`src/rtl/clk_div_pkg.sv`:
```
// Shared encodings for the runtime-programmable clock divider.
// Divider state codes and the smallest ratio that actually divides.
package clk_div_pkg;

    typedef enum logic [1:0] {
        ST_BYP = 2'd0,
        ST_ARM = 2'd1,
        ST_RUN = 2'd2
    } state_t;

    localparam int MIN_RATIO = 2;

endpackage

```
`src/rtl/clk_mux_gf.sv`:
```
// Glitch-free select between the reference clock and a divided clock.
// The select flop updates on the falling ref edge, so a switch can only occur while ref is low and div is low.
module clk_mux_gf (
    input  logic ref_clk_i,
    input  logic rst_i,
    input  logic sel_i,
    input  logic div_i,
    output logic clk_o,
    output logic bypass_o
);

    logic sel_q;

    always_ff @(negedge ref_clk_i or negedge rst_i) begin
        if (!rst_i) begin
            sel_q <= 1'b0;
        end else begin
            sel_q <= sel_i;
        end
    end

    assign clk_o    = sel_q ? div_i : ref_clk_i;
    assign bypass_o = !sel_q;

endmodule

```
`src/rtl/clk_div_gf.sv`:
```
// Integer clock divider; new ratios take effect only at period boundaries, so no runt pulses.
// First divided edge comes 2 ref cycles after a load in bypass; ack and tick are 1-cycle registered pulses.
module clk_div_gf
    import clk_div_pkg::*;
#(
    parameter int DIV_WIDTH  = 8,
    parameter bit DUTY50_ODD = 1'b1
) (
    input  logic                 i_ref_clk,
    input  logic                 i_rst,
    input  logic                 i_clk_en,
    input  logic [DIV_WIDTH-1:0] i_div_ratio,
    input  logic                 i_ratio_load,
    output logic                 o_div_clk,
    output logic                 o_ratio_ack,
    output logic                 o_period_tick,
    output logic                 o_bypass
);

    localparam logic [DIV_WIDTH-1:0] MIN_R = DIV_WIDTH'(MIN_RATIO);

    state_t               state_q, state_d;
    logic [DIV_WIDTH-1:0] cnt_q, cnt_d;
    logic [DIV_WIDTH-1:0] r_act_q, r_act_d;
    logic [DIV_WIDTH-1:0] pend_q, pend_d;
    logic                 pend_vld_q, pend_vld_d;
    logic                 en_q;
    logic                 ack_q, ack_d;
    logic                 tick_q, tick_d;
    logic                 pos_q, pos_d;
    logic                 neg_q;
    logic                 boundary;
    logic [DIV_WIDTH-1:0] r_new;
    logic [DIV_WIDTH-1:0] half_d;
    logic                 div;

    always_comb begin
        state_d    = state_q;
        cnt_d      = cnt_q;
        r_act_d    = r_act_q;
        pend_d     = pend_q;
        pend_vld_d = pend_vld_q;
        ack_d      = 1'b0;

        boundary = (state_q == ST_RUN) && (cnt_q == r_act_q - 1'b1);
        // A load landing exactly on the boundary bypasses the pending register.
        r_new = (boundary && i_ratio_load) ? i_div_ratio :
                (pend_vld_q ? pend_q : r_act_q);

        if (i_ratio_load) begin
            pend_d     = i_div_ratio;
            pend_vld_d = 1'b1;
        end

        case (state_q)
            ST_BYP: begin
                cnt_d = '0;
                if (pend_vld_q) begin
                    r_act_d    = pend_q;
                    ack_d      = 1'b1;
                    pend_vld_d = i_ratio_load;
                end
                if (en_q && (r_new >= MIN_R)) begin
                    state_d = ST_ARM;
                end
            end
            ST_ARM: begin
                cnt_d   = '0;
                state_d = ST_RUN;
            end
            ST_RUN: begin
                if (boundary) begin
                    cnt_d = '0;
                    if (pend_vld_q || i_ratio_load) begin
                        r_act_d    = r_new;
                        ack_d      = 1'b1;
                        pend_vld_d = 1'b0;
                    end
                    if (!en_q || (r_new < MIN_R)) begin
                        state_d = ST_BYP;
                    end
                end else begin
                    cnt_d = cnt_q + 1'b1;
                end
            end
            default: begin
                cnt_d   = '0;
                state_d = ST_BYP;
            end
        endcase

        half_d = (r_act_d >> 1) + DIV_WIDTH'(r_act_d[0]);
        pos_d  = (state_d == ST_RUN) && (cnt_d < half_d);
        tick_d = (state_d == ST_RUN) && (cnt_d == '0);
    end

    always_ff @(posedge i_ref_clk or negedge i_rst) begin
        if (!i_rst) begin
            state_q    <= ST_BYP;
            cnt_q      <= '0;
            r_act_q    <= '0;
            pend_q     <= '0;
            pend_vld_q <= 1'b0;
            en_q       <= 1'b0;
            ack_q      <= 1'b0;
            tick_q     <= 1'b0;
            pos_q      <= 1'b0;
        end else begin
            state_q    <= state_d;
            cnt_q      <= cnt_d;
            r_act_q    <= r_act_d;
            pend_q     <= pend_d;
            pend_vld_q <= pend_vld_d;
            en_q       <= i_clk_en;
            ack_q      <= ack_d;
            tick_q     <= tick_d;
            pos_q      <= pos_d;
        end
    end

    // Half-cycle delayed copy trims the high phase of odd ratios to exactly N/2.
    always_ff @(negedge i_ref_clk or negedge i_rst) begin
        if (!i_rst) begin
            neg_q <= 1'b0;
        end else begin
            neg_q <= pos_q;
        end
    end

    assign div = (DUTY50_ODD && r_act_q[0]) ? (pos_q & neg_q) : pos_q;

    clk_mux_gf u_mux (
        .ref_clk_i (i_ref_clk),
        .rst_i     (i_rst),
        .sel_i     (state_q != ST_BYP),
        .div_i     (div),
        .clk_o     (o_div_clk),
        .bypass_o  (o_bypass)
    );

    assign o_ratio_ack   = ack_q;
    assign o_period_tick = tick_q;

endmodule
```
`config.mk`:
```
export PLATFORM = sky130hd
export DESIGN_NAME = clk_div_gf
export DESIGN_NICKNAME = d
export VERILOG_FILES = /design/src/rtl/clk_div_pkg.sv /design/src/rtl/clk_mux_gf.sv /design/src/rtl/clk_div_gf.sv
export SDC_FILE = /design/constraint.sdc
export NUM_CORES = 1
export LEC_CHECK = 0
export ABC_CLOCK_PERIOD_IN_PS = 5350
export CAP_MARGIN = 20
export CORE_MARGIN = 2
export CORE_UTILIZATION = 40
export DETAILED_ROUTE_END_ITERATION = 16
export PLACE_DENSITY_LB_ADDON = 0.08
export SLEW_MARGIN = 20
export SYNTH_ARGS = -nofsm -noshare
export SYNTH_HDL_FRONTEND = slang
export SYNTH_SLANG_ARGS = --single-unit
```
`constraint.sdc`:
```
create_clock -name i_ref_clk -period 5.35 [get_ports i_ref_clk]
set_clock_uncertainty 0.2 [all_clocks]
set_input_delay 1.07 -clock i_ref_clk [delete_from_list [all_inputs] [get_ports i_ref_clk]]
set_output_delay 1.07 -clock i_ref_clk [all_outputs]
set_load 0.02 [all_outputs]
```
After elaboration in Yosys (flattened, before gate mapping)
Index checks and enable logic that the tools add are counted.
Widths: inputs -> output; s select.
{"block": "word_totals", "register_bits": 33, "output_inout_bits": 4, "in_bits": 12, "word_cells": 56}
{"block": "classes", "bitwise": 1, "reduce_logical": 12, "n_addsub": 3, "n_mux": 22, "magnitude_cmp": 3, "eq_ne": 4}
{"cell": "$mux 8", "count": 6}
{"cell": "$pmux 8 s2", "count": 1}
{"cell": "$mux 1", "count": 9}
{"cell": "$add 7x1->8", "count": 1}
{"cell": "$add 8x1->8 const B", "count": 1}
{"cell": "$eq 8x8->1", "count": 1}
{"cell": "$ge 8x2->1 const B", "count": 1}
{"cell": "$logic_not 8->1", "count": 1}
{"cell": "$lt 8x2->1 const B", "count": 1}
{"cell": "$lt 8x8->1", "count": 1}
{"cell": "$sub 8x1->8 const B", "count": 1}
{"cell": "$mux 2", "count": 3}
{"cell": "$pmux 2 s3", "count": 1}
{"cell": "$logic_and 1x1->1", "count": 5}
{"cell": "$eq 2x2->1 const B", "count": 2}
{"cell": "$pmux 1 s2", "count": 2}
{"cell": "$eq 2x1->1 const B", "count": 1}
{"cell": "$logic_not 1->1", "count": 2}
{"cell": "$logic_not 2->1", "count": 1}
{"cell": "$logic_or 1x1->1", "count": 2}
{"cell": "$reduce_bool 2->1", "count": 1}
{"cell": "$and 1x1->1", "count": 1}

Depth between registers and ports, before layout
{"block": "depth", "word_depth": 12, "ltp_mapped": 20}

Modules after synthesis
From an unflattened synthesis, not the netlist that was laid out.
{"block": "unflattened", "hier_cells": 252, "area_unflattened_um2": 2326.0}
{"mod": "clk_div_gf", "cells_each": 249, "n_inst": 1, "seq_area_each_um2": 800.8, "area_per_inst_um2": 2282.2}
{"mod": "clk_mux_gf", "cells_each": 3, "n_inst": 1, "seq_area_each_um2": 25.0, "area_per_inst_um2": 43.8}

==> summary.txt <==
Status: completed
Core Region: 5816 um2
RSZ-0062 raised after global routing: false
Place WS: 234.7 ps
Drt total wl: 5631 um
Main area contributors after synthesis: dfrtp_1, ha_1, xnor2_1, nor2_1, mux2_2
Average size of a mapped cell: 9.512 um2
Largest net degree at the start of global routing: 24
Row count: 28
EDFF count, synth: 0
Die area: 6553 um2
Max-slew headroom: 0.5510
Die span in x: 80.95 um
Vias in the first global route: 1,772
Area leader, netlist: dfrtp_1
Met2 Use GR: 0.2835
Worst R2R Setup Slack: 420 ps
Filler Cells Inserted: 587
Synthesis Warnings: 0
Detail Route Antenna Nets: 0
Area Overhead vs Synth: 13.15%
Die Y: 80.95 um
CTS tree: yes
GRT busiest layer: met2
Global route overflow: 0
Tot GR Track Use: 0.1903
TritonRoute pass-1 iters: 4
DRC errors left: 0
Initial core utilization: 0.4073
Via count: 1,910
Post-synthesis register bit count: 33
DR vias/cell: 5.552
Global Route met1 Usage: 0.2770
Peak supply drop: 0.2373 mV
Synthesized area: 2369 um2
Deepest clock path buffer count: 2
Number of port buffers: 15
CP arrival: 3960 ps
TritonCTS buffer count: 5
Footprint of the multi-input gates: 1379 um2
Worst setup startpoint: u_mux.sel_q
Post-synth top area share: 0.3275
Clock-pin transition on the worst setup and hold timing paths: 70 ps
Final GP Congestion: 0.7797
Required @ worst endpoint: 4080 ps
Power Dens Cells: 545.8 nW/um2
CP Max Fanout: 3
Setup crit start kind: flip-flop
IO Count: 16
LEAKAGE: 0.001130 uW
Initial antenna violation count: 0
Post-route setup slack: 122.4 ps
Global-route wire length before repair: 9197 um
Slew Limit Fails: 0
Share of layout cells above drive strength 1: 0.1561
Register area: 825.8 um2
Nets: 292
Synth cell types: 62
Setup TNS Final: 0 ps
Seq/Total Area, Yosys: 0.3487
Most frequent cells in the layout: dfrtp_1, nor2_1, nand2_1
Setup CP Type: reg -> out
Final hold violation count: 0
Slew @ Worst Pin: 673.5 ps
Iteration-0 DRC count of the detailed router: 134
Syn Inst Count: 249
Finish-stage setup viols: 0
DPL Wire Length: 4474 um
M3 GR Usage: 0.03778
H-Tree Depth: 2
Async S/R FF share, synth: 1.000
Clk root buf: clkbuf_8
Hold Path Origin: en_q
Most common cell after layout, fill and taps aside: dfrtp_1
Syn Nets: 272
Max-Cap Viols: 0
Antenna cells: 0
Mean routed wirelength per cell: 16.37 um
CP endpoint kind: output port
Skew-Pair Late Insertion Delay: 290 ps
Worst Hold Class: reg -> reg
FF-to-FF Start: r_act_q[4]
Synth Flop Type: dfrtp_1
-- cell usage after synthesis (all sizes together), types with 4 or more instances --
cell / instances
a21oi: 15
xor2: 7
nand2: 17
clkbuf: 6
a31oi: 4
nand3: 6
mux2: 8
nor2: 28
xnor2: 14
dfrtp: 31
nor4: 6
buf: 7
mux2i: 7
nand4: 6
ha: 11
inv: 14
o21ai: 13
nor3: 6
-- layout make-up --
cell class                      instances  area share
Clock buffer                            6     0.02894
Multi-Input combinational cell        189      0.5145
Inverter                               13     0.01821
Timing Repair Buffer                   25     0.08123
Clock inverter                          3     0.01401
Sequential cell                        33      0.3081
Tap cell                               75     0.03501
-- critical path: stages (launching register included) --
cell	delay, ps
dfrtn_1	350
inv_1	50
clkdlybuf4s50_1	590
-- worst paths after layout --
check	endpoint	cells past startpoint
worst max-delay path	o_bypass	2
worst min-delay path	state_q[0]	1
worst max register to register	pos_q	16
worst min register to register	state_q[0]	1
max in group asynchronous	neg_q	1
min in group asynchronous	pend_q[0]	1
-- flip-flops by register name, summed over array words and instances (netlist names) --
register / count
o_period_tick: 1
u_mux.sel_q: 1
cnt_q: 8
r_act_q: 8
pend_vld_q: 1
pend_q: 8
en_q: 1
pos_q: 1
state_q: 2
o_ratio_ack: 1
neg_q: 1
-- metrics by stage --
step,std cells,hold slack (ps),utilization,cell area (um2),power [uW]
after CTS,344,316.3,0.4608,2680,1473
after global routing,344,334.5,0.4608,2680,1581
after global placement,337,291.6,0.4434,2579,1247
after floorplan,249,275.6,-,2369,1020
after detailed placement,337,299.4,0.4434,2579,1243
final,344,309.7,0.4608,2680,1463
-- what timing repair did --
action	4_1_cts	5_1_grt
resized for setup	1	0
setup buffers	0	0
setup endpoints to repair	1	0
hold buffers	0	0
-- routing by layer --
| metal | share of wire | up-vias |
|---|---|---|
| met4 | 0.013 | 0 |
| met1 | 0.51 | 907 |
| met3 | 0.035 | 8 |
| met5 | 0 | - |
| li1 | - | 953 |
| met2 | 0.45 | 42 |
-- kinds of logic (layout without fill, tap and decap cells) --
family,Yosys count,after routing,share of synthesized area
fa+ha+maj,11,11,0.05811
xor+xnor,21,21,0.08083
compound gates,58,58,0.1854
simple gates,84,84,0.1902
mux,15,15,0.06762
flops,33,33,0.3487
buf+inv,27,47,0.06920
-- power breakdown --
part / total [uW] / internal (uW) / switching [uW]
clock: 254 / 144 / 110
sequential: 427 / 323 / 104
combinational: 782 / 330 / 452
total: 1460 / 796 / 666
Power figures use the tool's default switching activity.
